===== src/rtl/uart_pkg.sv =====
// Shared UART definitions: data width and the issue FSM state encoding
// used by the TX FIFO.
package uart_pkg;

    localparam int UART_DATA_W = 8;

    typedef enum logic [0:0] {
        UTF_IDLE = 1'b0,
        UTF_WAIT = 1'b1
    } utf_state_e;

endpackage


===== src/rtl/uart_fifo_mem.sv =====
// DEPTH x UART_DATA_W register array for the TX FIFO.
// Ports:
//   clk_in       - system clock
//   we           - write enable, sampled on rising edge
//   waddr/wdata  - write address / byte
//   raddr/rdata  - asynchronous read address / byte
// The array is not reset; occupancy tracking lives in the parent.
module uart_fifo_mem
    import uart_pkg::*;
#(
    parameter int DEPTH = 16,
    parameter int AW    = 4
) (
    input  logic                   clk_in,
    input  logic                   we,
    input  logic [AW-1:0]          waddr,
    input  logic [UART_DATA_W-1:0] wdata,
    input  logic [AW-1:0]          raddr,
    output logic [UART_DATA_W-1:0] rdata
);

    logic [UART_DATA_W-1:0] mem_q [DEPTH];

    always_ff @(posedge clk_in) begin
        if (we) begin
            mem_q[waddr] <= wdata;
        end
    end

    assign rdata = mem_q[raddr];

endmodule


===== src/rtl/uart_tx_fifo.sv =====
// Byte FIFO plus issue controller feeding uart_tx. Producers push at clock
// rate; bytes are handed to uart_tx one at a time, the next strobe only
// after tx_finish of the previous byte.
// Ports:
//   clk_in, rst        - clock, asynchronous active-high reset
//   wr_en, wr_data     - push request and byte
//   full, empty, count - occupancy status (combinational from count)
//   overflow           - one-cycle pulse after a push dropped while full
//   tx_data_en         - one-cycle start strobe to uart_tx
//   tx_data_in         - byte to uart_tx, held until tx_finish
//   tx_finish          - uart_tx done pulse
//   busy               - a byte is in flight at uart_tx
module uart_tx_fifo
    import uart_pkg::*;
#(
    parameter int DEPTH = 16,
    parameter int AW    = 4
) (
    input  logic                   clk_in,
    input  logic                   rst,
    input  logic                   wr_en,
    input  logic [UART_DATA_W-1:0] wr_data,
    output logic                   full,
    output logic                   empty,
    output logic [AW:0]            count,
    output logic                   overflow,
    output logic                   tx_data_en,
    output logic [UART_DATA_W-1:0] tx_data_in,
    input  logic                   tx_finish,
    output logic                   busy
);

    localparam logic [AW:0]   FULL_CNT = (AW+1)'(DEPTH);
    localparam logic [AW:0]   CNT_ONE  = (AW+1)'(1);
    localparam logic [AW-1:0] PTR_ONE  = AW'(1);

    utf_state_e             state_q, state_d;
    logic [AW-1:0]          wp_q, wp_d;
    logic [AW-1:0]          rp_q, rp_d;
    logic [AW:0]            count_q, count_d;
    logic                   overflow_q, overflow_d;
    logic                   tx_data_en_q, tx_data_en_d;
    logic [UART_DATA_W-1:0] tx_data_in_q, tx_data_in_d;

    logic                   push;
    logic                   pop;
    logic [UART_DATA_W-1:0] rdata;

    // Flags come from the registered count, so a pop in the same cycle
    // never frees room for a push into a full FIFO.
    assign full  = (count_q == FULL_CNT);
    assign empty = (count_q == '0);
    assign push  = wr_en && !full;
    assign pop   = (state_q == UTF_IDLE) && !empty;

    uart_fifo_mem #(
        .DEPTH (DEPTH),
        .AW    (AW)
    ) u_mem (
        .clk_in (clk_in),
        .we     (push),
        .waddr  (wp_q),
        .wdata  (wr_data),
        .raddr  (rp_q),
        .rdata  (rdata)
    );

    // Pointers and occupancy
    always_comb begin
        wp_d       = wp_q;
        rp_d       = rp_q;
        count_d    = count_q;
        overflow_d = wr_en && full;
        if (push) wp_d = wp_q + PTR_ONE;
        if (pop)  rp_d = rp_q + PTR_ONE;
        case ({push, pop})
            2'b10:   count_d = count_q + CNT_ONE;
            2'b01:   count_d = count_q - CNT_ONE;
            default: count_d = count_q;
        endcase
    end

    // Issue FSM: one byte in flight at a time
    always_comb begin
        state_d      = state_q;
        tx_data_en_d = 1'b0;
        tx_data_in_d = tx_data_in_q;
        case (state_q)
            UTF_IDLE: begin
                if (pop) begin
                    tx_data_in_d = rdata;
                    tx_data_en_d = 1'b1;
                    state_d      = UTF_WAIT;
                end
            end
            UTF_WAIT: begin
                if (tx_finish) state_d = UTF_IDLE;
            end
            default: state_d = UTF_IDLE;
        endcase
    end

    always_ff @(posedge clk_in or posedge rst) begin
        if (rst) begin
            state_q      <= UTF_IDLE;
            wp_q         <= '0;
            rp_q         <= '0;
            count_q      <= '0;
            overflow_q   <= 1'b0;
            tx_data_en_q <= 1'b0;
            tx_data_in_q <= '0;
        end else begin
            state_q      <= state_d;
            wp_q         <= wp_d;
            rp_q         <= rp_d;
            count_q      <= count_d;
            overflow_q   <= overflow_d;
            tx_data_en_q <= tx_data_en_d;
            tx_data_in_q <= tx_data_in_d;
        end
    end

    assign count      = count_q;
    assign overflow   = overflow_q;
    assign tx_data_en = tx_data_en_q;
    assign tx_data_in = tx_data_in_q;
    assign busy       = (state_q == UTF_WAIT);

endmodule


===== config.mk =====
export PLATFORM = sky130hd
export DESIGN_NAME = uart_tx_fifo
export DESIGN_NICKNAME = d
export VERILOG_FILES = /design/src/rtl/uart_pkg.sv /design/src/rtl/uart_fifo_mem.sv /design/src/rtl/uart_tx_fifo.sv
export SDC_FILE = /design/constraint.sdc
export NUM_CORES = 1
export LEC_CHECK = 0
export ABC_AREA = 1
export CORE_MARGIN = 5
export CORE_UTILIZATION = 45
export DETAILED_ROUTE_END_ITERATION = 8
export GPL_TIMING_DRIVEN = 0
export HOLD_SLACK_MARGIN = 0.05
export PLACE_DENSITY = 0.58
export SYNTH_ARGS = -nofsm -noshare
export SYNTH_HDL_FRONTEND = slang
export SYNTH_SLANG_ARGS = --single-unit

===== constraint.sdc =====
create_clock -name clk_in -period 3.3 [get_ports clk_in]
set_clock_uncertainty 0.2 [all_clocks]
set_input_delay 0.495 -clock clk_in [delete_from_list [all_inputs] [get_ports clk_in]]
set_output_delay 0.495 -clock clk_in [all_outputs]
set_load 0.1 [all_outputs]

# After elaboration in Yosys (flattened, before gate mapping)
# Memory sizes are Yosys's and may differ from the RTL's. A register that Yosys moved wholly into a read port is not among the register bits.
# Index checks and enable logic that the tools add are counted.
# word_totals
ff_bits,16
mem_bits_rw,128
inputBits,12
out_inout_bits,18
word_cells,30
mem_count,1
# op_classes
addsub,4
n_eq_ne,3
muxes,7
bitwise,1
n_reduce_logical,8
# mem_list
memory,words,width,read_ports,rd_clocked_by_memory_dff,wr,line_no,text
u_mem.mem_q,16,8,1,1,1,uart_fifo_mem.sv:22,logic [UART_DATA_W-1:0] mem_q [DEPTH];
# op_table
operator,n
5-bit case mux with 2 select lines,1
4-bit by 1-bit adder with 4-bit output (second input constant),2
5-bit by 1-bit adder with 5-bit output (second input constant),1
5-bit equality test (second input constant),1
5-bit zero test,1
1-bit two-way mux,5
5-bit by 1-bit subtractor with 5-bit output (second input constant),1
1-bit logical AND,3
2-bit by 1-bit equality test with 1-bit output (second input constant),1
2-bit equality test (second input constant),1
1-bit zero test,2
1-bit case mux with 2 select lines,1
2-bit AND reduction,1
2-bit nonzero test,1
1-bit NOT,1

# Depth between registers and ports, before layout
# logic_depth
ltp_word,5
mapped_depth,15
ltp_nobuf,14

# Modules after synthesis
# A second synthesis with hierarchy kept.
# hier_totals
hier_cells,687
hier_area_um2,6879.1
# by_module_without_submodules
mod,instances,cells_per_inst,area_per_inst_um2,seq_area_each_um2
uart_fifo_mem,1,543,5606.6,3843.7
uart_tx_fifo,1,144,1272.5,600.6

# Worst setup path before layout
# OpenSTA, ideal clock, no wires.
# synth_path
path_type,register -> register
start,"reg count_q[1], in the netlist count[1]"
end,"reg count_q[4], in the netlist count[4]"
setup_time_ps,120
arrival_time_ps,2760
required_time_ps,2980
path_slack_ps,220
path_stages_with_launch,15
path_buffers,1
period_less_slack_ps,3080
cell_sequence,dfrtp_1 > nor4_2 > nand2_1 > nand2_2 > buf_2 > ha_1 > inv_1 > fa_1 > inv_1 > nand2_1 > nand2_1 > a21oi_1 > xor2_1 > nand2_1 > nand2_1
# synth_via
elab_chain_len,5
word_cells_on_any_way,12
cone_classes,add/sub (2); eq/ne (3); mux (1); reduce/logical (6)
# synth_lines
item,line_no,text
start: declaration,uart_tx_fifo.sv:40,"logic [AW:0] count_q, count_d;"
start signal: assignment,uart_tx_fifo.sv:116,count_q <= count_d;
5-bit equality test / 5-bit zero test (equally long branches),"uart_tx_fifo.sv:51, uart_tx_fifo.sv:52",
"1-bit zero test, on equally long branches","uart_tx_fifo.sv:53, uart_tx_fifo.sv:54",
"1-bit logical AND, on equally long branches","uart_tx_fifo.sv:53, uart_tx_fifo.sv:54",
2-bit by 1-bit equality test with 1-bit output / 2-bit equality test (equally long branches),uart_tx_fifo.sv:76,"case ({push, pop})"
5-bit case mux with 2 select lines / 2-bit nonzero test (equally long branches),-,
# Parallel ways exist; a longest one is shown, timed or not.
# A chain may end at the register's enable or synchronous reset.

# Worst setup path in the final report
# layout_path
start,"reg count_q[1], in the netlist count[1]"
end,out full
# layout_via
elab_chain_len,1
# layout_lines
item,line_no,text
5-bit equality test,uart_tx_fifo.sv:51,assign full = (count_q == FULL_CNT);
end: declaration,uart_tx_fifo.sv:23,"output logic full,"
# No other way between the ends.

==> impl.org <==
** Timing
- Final-report hold violation count :: 0
- The count of pins over their slew limit came to 0.
- On the final layout, the worst hold slack is 0.2876 ns.
- Shortest clock period the worst path allows after layout :: 3.042 ns
- Achievable frequency :: 328.7 MHz
- Max-Slew Margin vs Limit :: 0.1514
- Portion of the clock cycle consumed by the worst path in the final layout :: 0.9219
- Setup violations remaining at the end of the flow were counted as 0.
- Post-Route Setup TNS :: 0 ns
- RSZ-0062 raised after global routing :: false
- Setup slack on the critical path of the routed design comes to 0.2579 ns.
- For the pin with the worst max-slew slack, the measured transition is 1.263 ns.

** Routing
- Per-cell via count in the routed design :: 4.984
- The first routing iteration left 407 violations.
- Vias after detailed routing :: 4610
- Count of nets left with antenna violations after detail routing :: 0
- Wire length per cell :: 16.84 um
- Length of the first detailed-routing pass in iterations :: 5
- Summed over all layers, the routed wires come to 15.58 mm.
- Count of unresolved DRC violations after routing :: 0

** Floorplanning
- Die area :: 0.01763 mm2
- Starting density of the core :: 0.4633
- The floorplan has 44 rows.
- 30 I/O pins were placed.
- Core Region :: 0.01464 mm2
- Die extent in x :: 132.8 um
- The die is 132.8 um tall.

** Clocking
- Max clock buf depth :: 2
- Hold repair after CTS inserted 0 buffers.
- The H-tree was split into 4 levels.
- Total number of clock tree sinks :: 152
- Inserted Clock Buffers :: 17
- Clock latency of the later-clocked register in the worst-skew pair :: 0.44 ns
- CTS tree :: built
- The root buffer cell chosen for the clock tree is sky130_fd_sc_hd__clkbuf_16.
- After clock tree synthesis, the clock-pin slew on the worst setup and hold paths is 0.07 ns.
- Post-CTS timing repair inserted 0 buffers for setup.

** Layout
- Measured on the finished design, the core utilization comes to 0.5394.
- After filler insertion, the fill cell instance count of the layout stands at 1294.
- Share of post-route cells with drive strength above 1 :: 0.08232
- # diodes :: 0
- The area growth from synthesis to layout is 16.41%.
- Net count of the finished layout :: 750

** Place
- Placer congestion estimate :: 0.9209
- Detailed placement ended at an HPWL of 10.95 mm.
- At the placement stage, the worst setup path has a slack of 0.3545 ns.
- Number of port buffers :: 29

** Setup path
- The critical path contains buffers and inverters numbering 2 combined.
- Startpoint-to-endpoint class of the critical path :: reg2out
- Cell class contributing the biggest share of worst-path delay :: buffers and inverters
- Data required time of the worst path :: 2.60 ns
- Maximum fanout along the worst path :: 5
- Capturing element type of the critical path :: output pin
- Worst-path cell with the longest stage delay :: sky130_fd_sc_hd__dlygate4sd2_1
- The worst setup path is launched from a flop.
- Critical Path, Cell by Cell :: nor4_2, nand2_1, inv_1, dlygate4sd2_1
- Peak per-stage delay on the critical path :: 0.86 ns
- At the worst endpoint, the arrival time is 2.35 ns.

** Global routing
- Summed over all layers, the global routing overflow is 0.
- The initial antenna violation count came to 0.
- Maximum number of pins on one net before global-route repair :: 25
- The first global-routing pass estimated 24.54 mm of wire.
- The number of global-route vias before repair came to 4520.
- Across every metal layer, demand over resource in global routing totals 0.1854.

** Synth
- Flops & latches, synth :: 152
- After synthesis, the netlist uses 24 different library cells.
- For this run, the register share of the synthesized area comes to 0.6550.
- Area of the mapped netlist :: 0.006785 mm2
- Number of nets produced by synthesis :: 702
- Number of standard cells after synthesis :: 680
- Total number of yosys warnings :: 0
- A synthesized cell averages 9.978 um2.
- Synth area leaders :: sky130_fd_sc_hd__edfxtp_1, sky130_fd_sc_hd__nand2_1, sky130_fd_sc_hd__dfrtp_1
- Of the post-synthesis cell area, the dominant cell type holds 0.5665.
- Area leader, netlist :: sky130_fd_sc_hd__edfxtp_1

** Run
- # Max-Cap Violations :: 0

** Power
- Leakage power :: 3.524 nW
- Across the VDD grid, the largest voltage drop is 0.5930 mV.
- Design Power :: 7.582 mW
- Power density of the placed cells :: 959.8 mW/mm2

** Worst hold path
- The path class of the tightest hold or removal check is reg2reg.

** Outcome
- The flow ran to the end, and the final reports show no timing, DRC or antenna violations.
## through the flow
stage / cells / cell area [um2]
floorplan: 680 / 6785
global placement: 893 / 7306
detailed placement: 893 / 7306
CTS: 925 / 7896
global route: 925 / 7899
finish: 925 / 7899
## worst reg2reg max path, stage by stage, from the launching register on
cell and delay, ns:
sky130_fd_sc_hd__dfrtp_1 0.44, sky130_fd_sc_hd__nor4_2 0.35, sky130_fd_sc_hd__nand2_1 0.18, sky130_fd_sc_hd__nand2_2 0.13
sky130_fd_sc_hd__buf_2 0.25, sky130_fd_sc_hd__ha_1 0.33, sky130_fd_sc_hd__inv_1 0.09, sky130_fd_sc_hd__fa_1 0.39
sky130_fd_sc_hd__inv_1 0.07, sky130_fd_sc_hd__nand2_1 0.06, sky130_fd_sc_hd__nand2_1 0.06, sky130_fd_sc_hd__a21oi_1 0.07
sky130_fd_sc_hd__xor2_1 0.14, sky130_fd_sc_hd__nand2_1 0.06, sky130_fd_sc_hd__nand2_1 0.05
## layout make-up
| type | instances | area [um2] | share of cell area |
|---|---|---|---|
| Multi-Input combinational cell | 375 | 1709 | 0.2164 |
| Clock inverter | 14 | 162.7 | 0.02059 |
| Tap cell | 184 | 230.2 | 0.02915 |
| Timing Repair Buffer | 29 | 291.5 | 0.03691 |
| Inverter | 124 | 465.4 | 0.05893 |
| Buffer | 29 | 166.4 | 0.02107 |
| Clock buffer | 18 | 429.2 | 0.05433 |
| Sequential cell | 152 | 4444 | 0.5626 |
## state kept, by name, summed over array words and instances (netlist names)
signal       count
overflow         1
u_mem.mem_q    128
count            5
tx_data_in       8
tx_data_en       1
busy             1
rp_q             4
wp_q             4
## layer usage
metal	GRT usage	share of wire	up-vias
met3	0.05733	0.061	21
met2	0.3008	0.48	123
li1	-	-	2273
met5	0	0	-
met1	0.2374	0.44	2193
met4	0.06236	0.018	0
## synth_stat cells
cell type	count
sky130_fd_sc_hd__edfxtp_1	128
sky130_fd_sc_hd__nor4_2	1
sky130_fd_sc_hd__nor3_1	16
sky130_fd_sc_hd__inv_1	121
sky130_fd_sc_hd__buf_2	16
sky130_fd_sc_hd__o21bai_1	1
sky130_fd_sc_hd__clkinv_1	1
sky130_fd_sc_hd__o21ai_0	4
sky130_fd_sc_hd__nor2_1	3
sky130_fd_sc_hd__buf_6	1
sky130_fd_sc_hd__nand3_1	99
sky130_fd_sc_hd__clkbuf_1	2
sky130_fd_sc_hd__nand2_1	229
sky130_fd_sc_hd__ha_1	9
sky130_fd_sc_hd__dfrtp_1	24
sky130_fd_sc_hd__xnor2_1	4
sky130_fd_sc_hd__inv_2	2
sky130_fd_sc_hd__a21oi_1	2
sky130_fd_sc_hd__xor2_1	3
sky130_fd_sc_hd__a31oi_1	1
sky130_fd_sc_hd__fa_1	1
sky130_fd_sc_hd__buf_4	8
sky130_fd_sc_hd__buf_1	2
sky130_fd_sc_hd__nand2_2	2
## layout by cell type (no fill, tap or decap), types with 3 or more instances in the layout
cell | synthesis | final
sky130_fd_sc_hd__o21ai_0 | 4 | 4
sky130_fd_sc_hd__clkinv_4 | 0 | 3
sky130_fd_sc_hd__xor2_1 | 3 | 3
sky130_fd_sc_hd__buf_4 | 8 | 8
sky130_fd_sc_hd__inv_6 | 0 | 7
sky130_fd_sc_hd__clkbuf_16 | 0 | 17
sky130_fd_sc_hd__ha_1 | 9 | 9
sky130_fd_sc_hd__clkdlybuf4s50_1 | 0 | 27
sky130_fd_sc_hd__clkbuf_1 | 2 | 3
sky130_fd_sc_hd__nor3_1 | 16 | 16
sky130_fd_sc_hd__dfrtp_1 | 24 | 24
sky130_fd_sc_hd__xnor2_1 | 4 | 4
sky130_fd_sc_hd__nand2_1 | 229 | 229
sky130_fd_sc_hd__inv_1 | 121 | 121
sky130_fd_sc_hd__edfxtp_1 | 128 | 128
sky130_fd_sc_hd__nand3_1 | 99 | 99
sky130_fd_sc_hd__buf_2 | 16 | 16
sky130_fd_sc_hd__nor2_1 | 3 | 3
## power by group
| group | switching, mW | internal (mW) | total [mW] |
|---|---|---|---|
| registers | 0.149 | 2.36 | 2.51 |
| clock network | 0.828 | 1.13 | 1.96 |
| logic | 2.25 | 0.861 | 3.11 |
| total | 3.23 | 4.36 | 7.58 |
## path summary, 6_finish.rpt
| kind | start | to | slack (ns) | cells past startpoint |
|---|---|---|---|---|
| worst max register to register | count[1]$_DFFE_PP0P_ | count[4]$_DFFE_PP0P_ | 0.32 | 14 |
| worst max-delay path | count[1]$_DFFE_PP0P_ | full | 0.26 | 4 |
| worst min-delay path | tx_data_in[1]$_DFFE_PP0P_ | tx_data_in[1]$_DFFE_PP0P_ | 0.29 | 2 |
| max in group asynchronous | rst | count[0]$_DFFE_PP0P_ | 1.90 | 2 |
| min in group asynchronous | rst | wp_q[0]$_DFFE_PP0P_ | 0.40 | 2 |
| worst min register to register | tx_data_in[1]$_DFFE_PP0P_ | tx_data_in[1]$_DFFE_PP0P_ | 0.29 | 2 |
## kinds of logic (layout without fill, tap and decap cells)
| kind of cell | Yosys count | after routing | share of synthesized area |
|---|---|---|---|
| XOR/XNOR | 7 | 7 | 0.009036 |
| flip-flops | 152 | 152 | 0.6550 |
| adder cells (fa/ha/maj) | 10 | 10 | 0.01955 |
| AO/OA/AOI/OAI | 8 | 8 | 0.006455 |
| AND/OR/NAND/NOR | 350 | 350 | 0.2169 |
| buffers and inverters | 153 | 214 | 0.09312 |
## timing repair
| action | CTS | global route |
|---|---|---|
| resized for setup | 1 | 1 |
| setup endpoints to repair | 1 | 1 |
| hold endpoints to repair | 0 | 0 |
No activity file was read; power rests on OpenSTA's default activity.
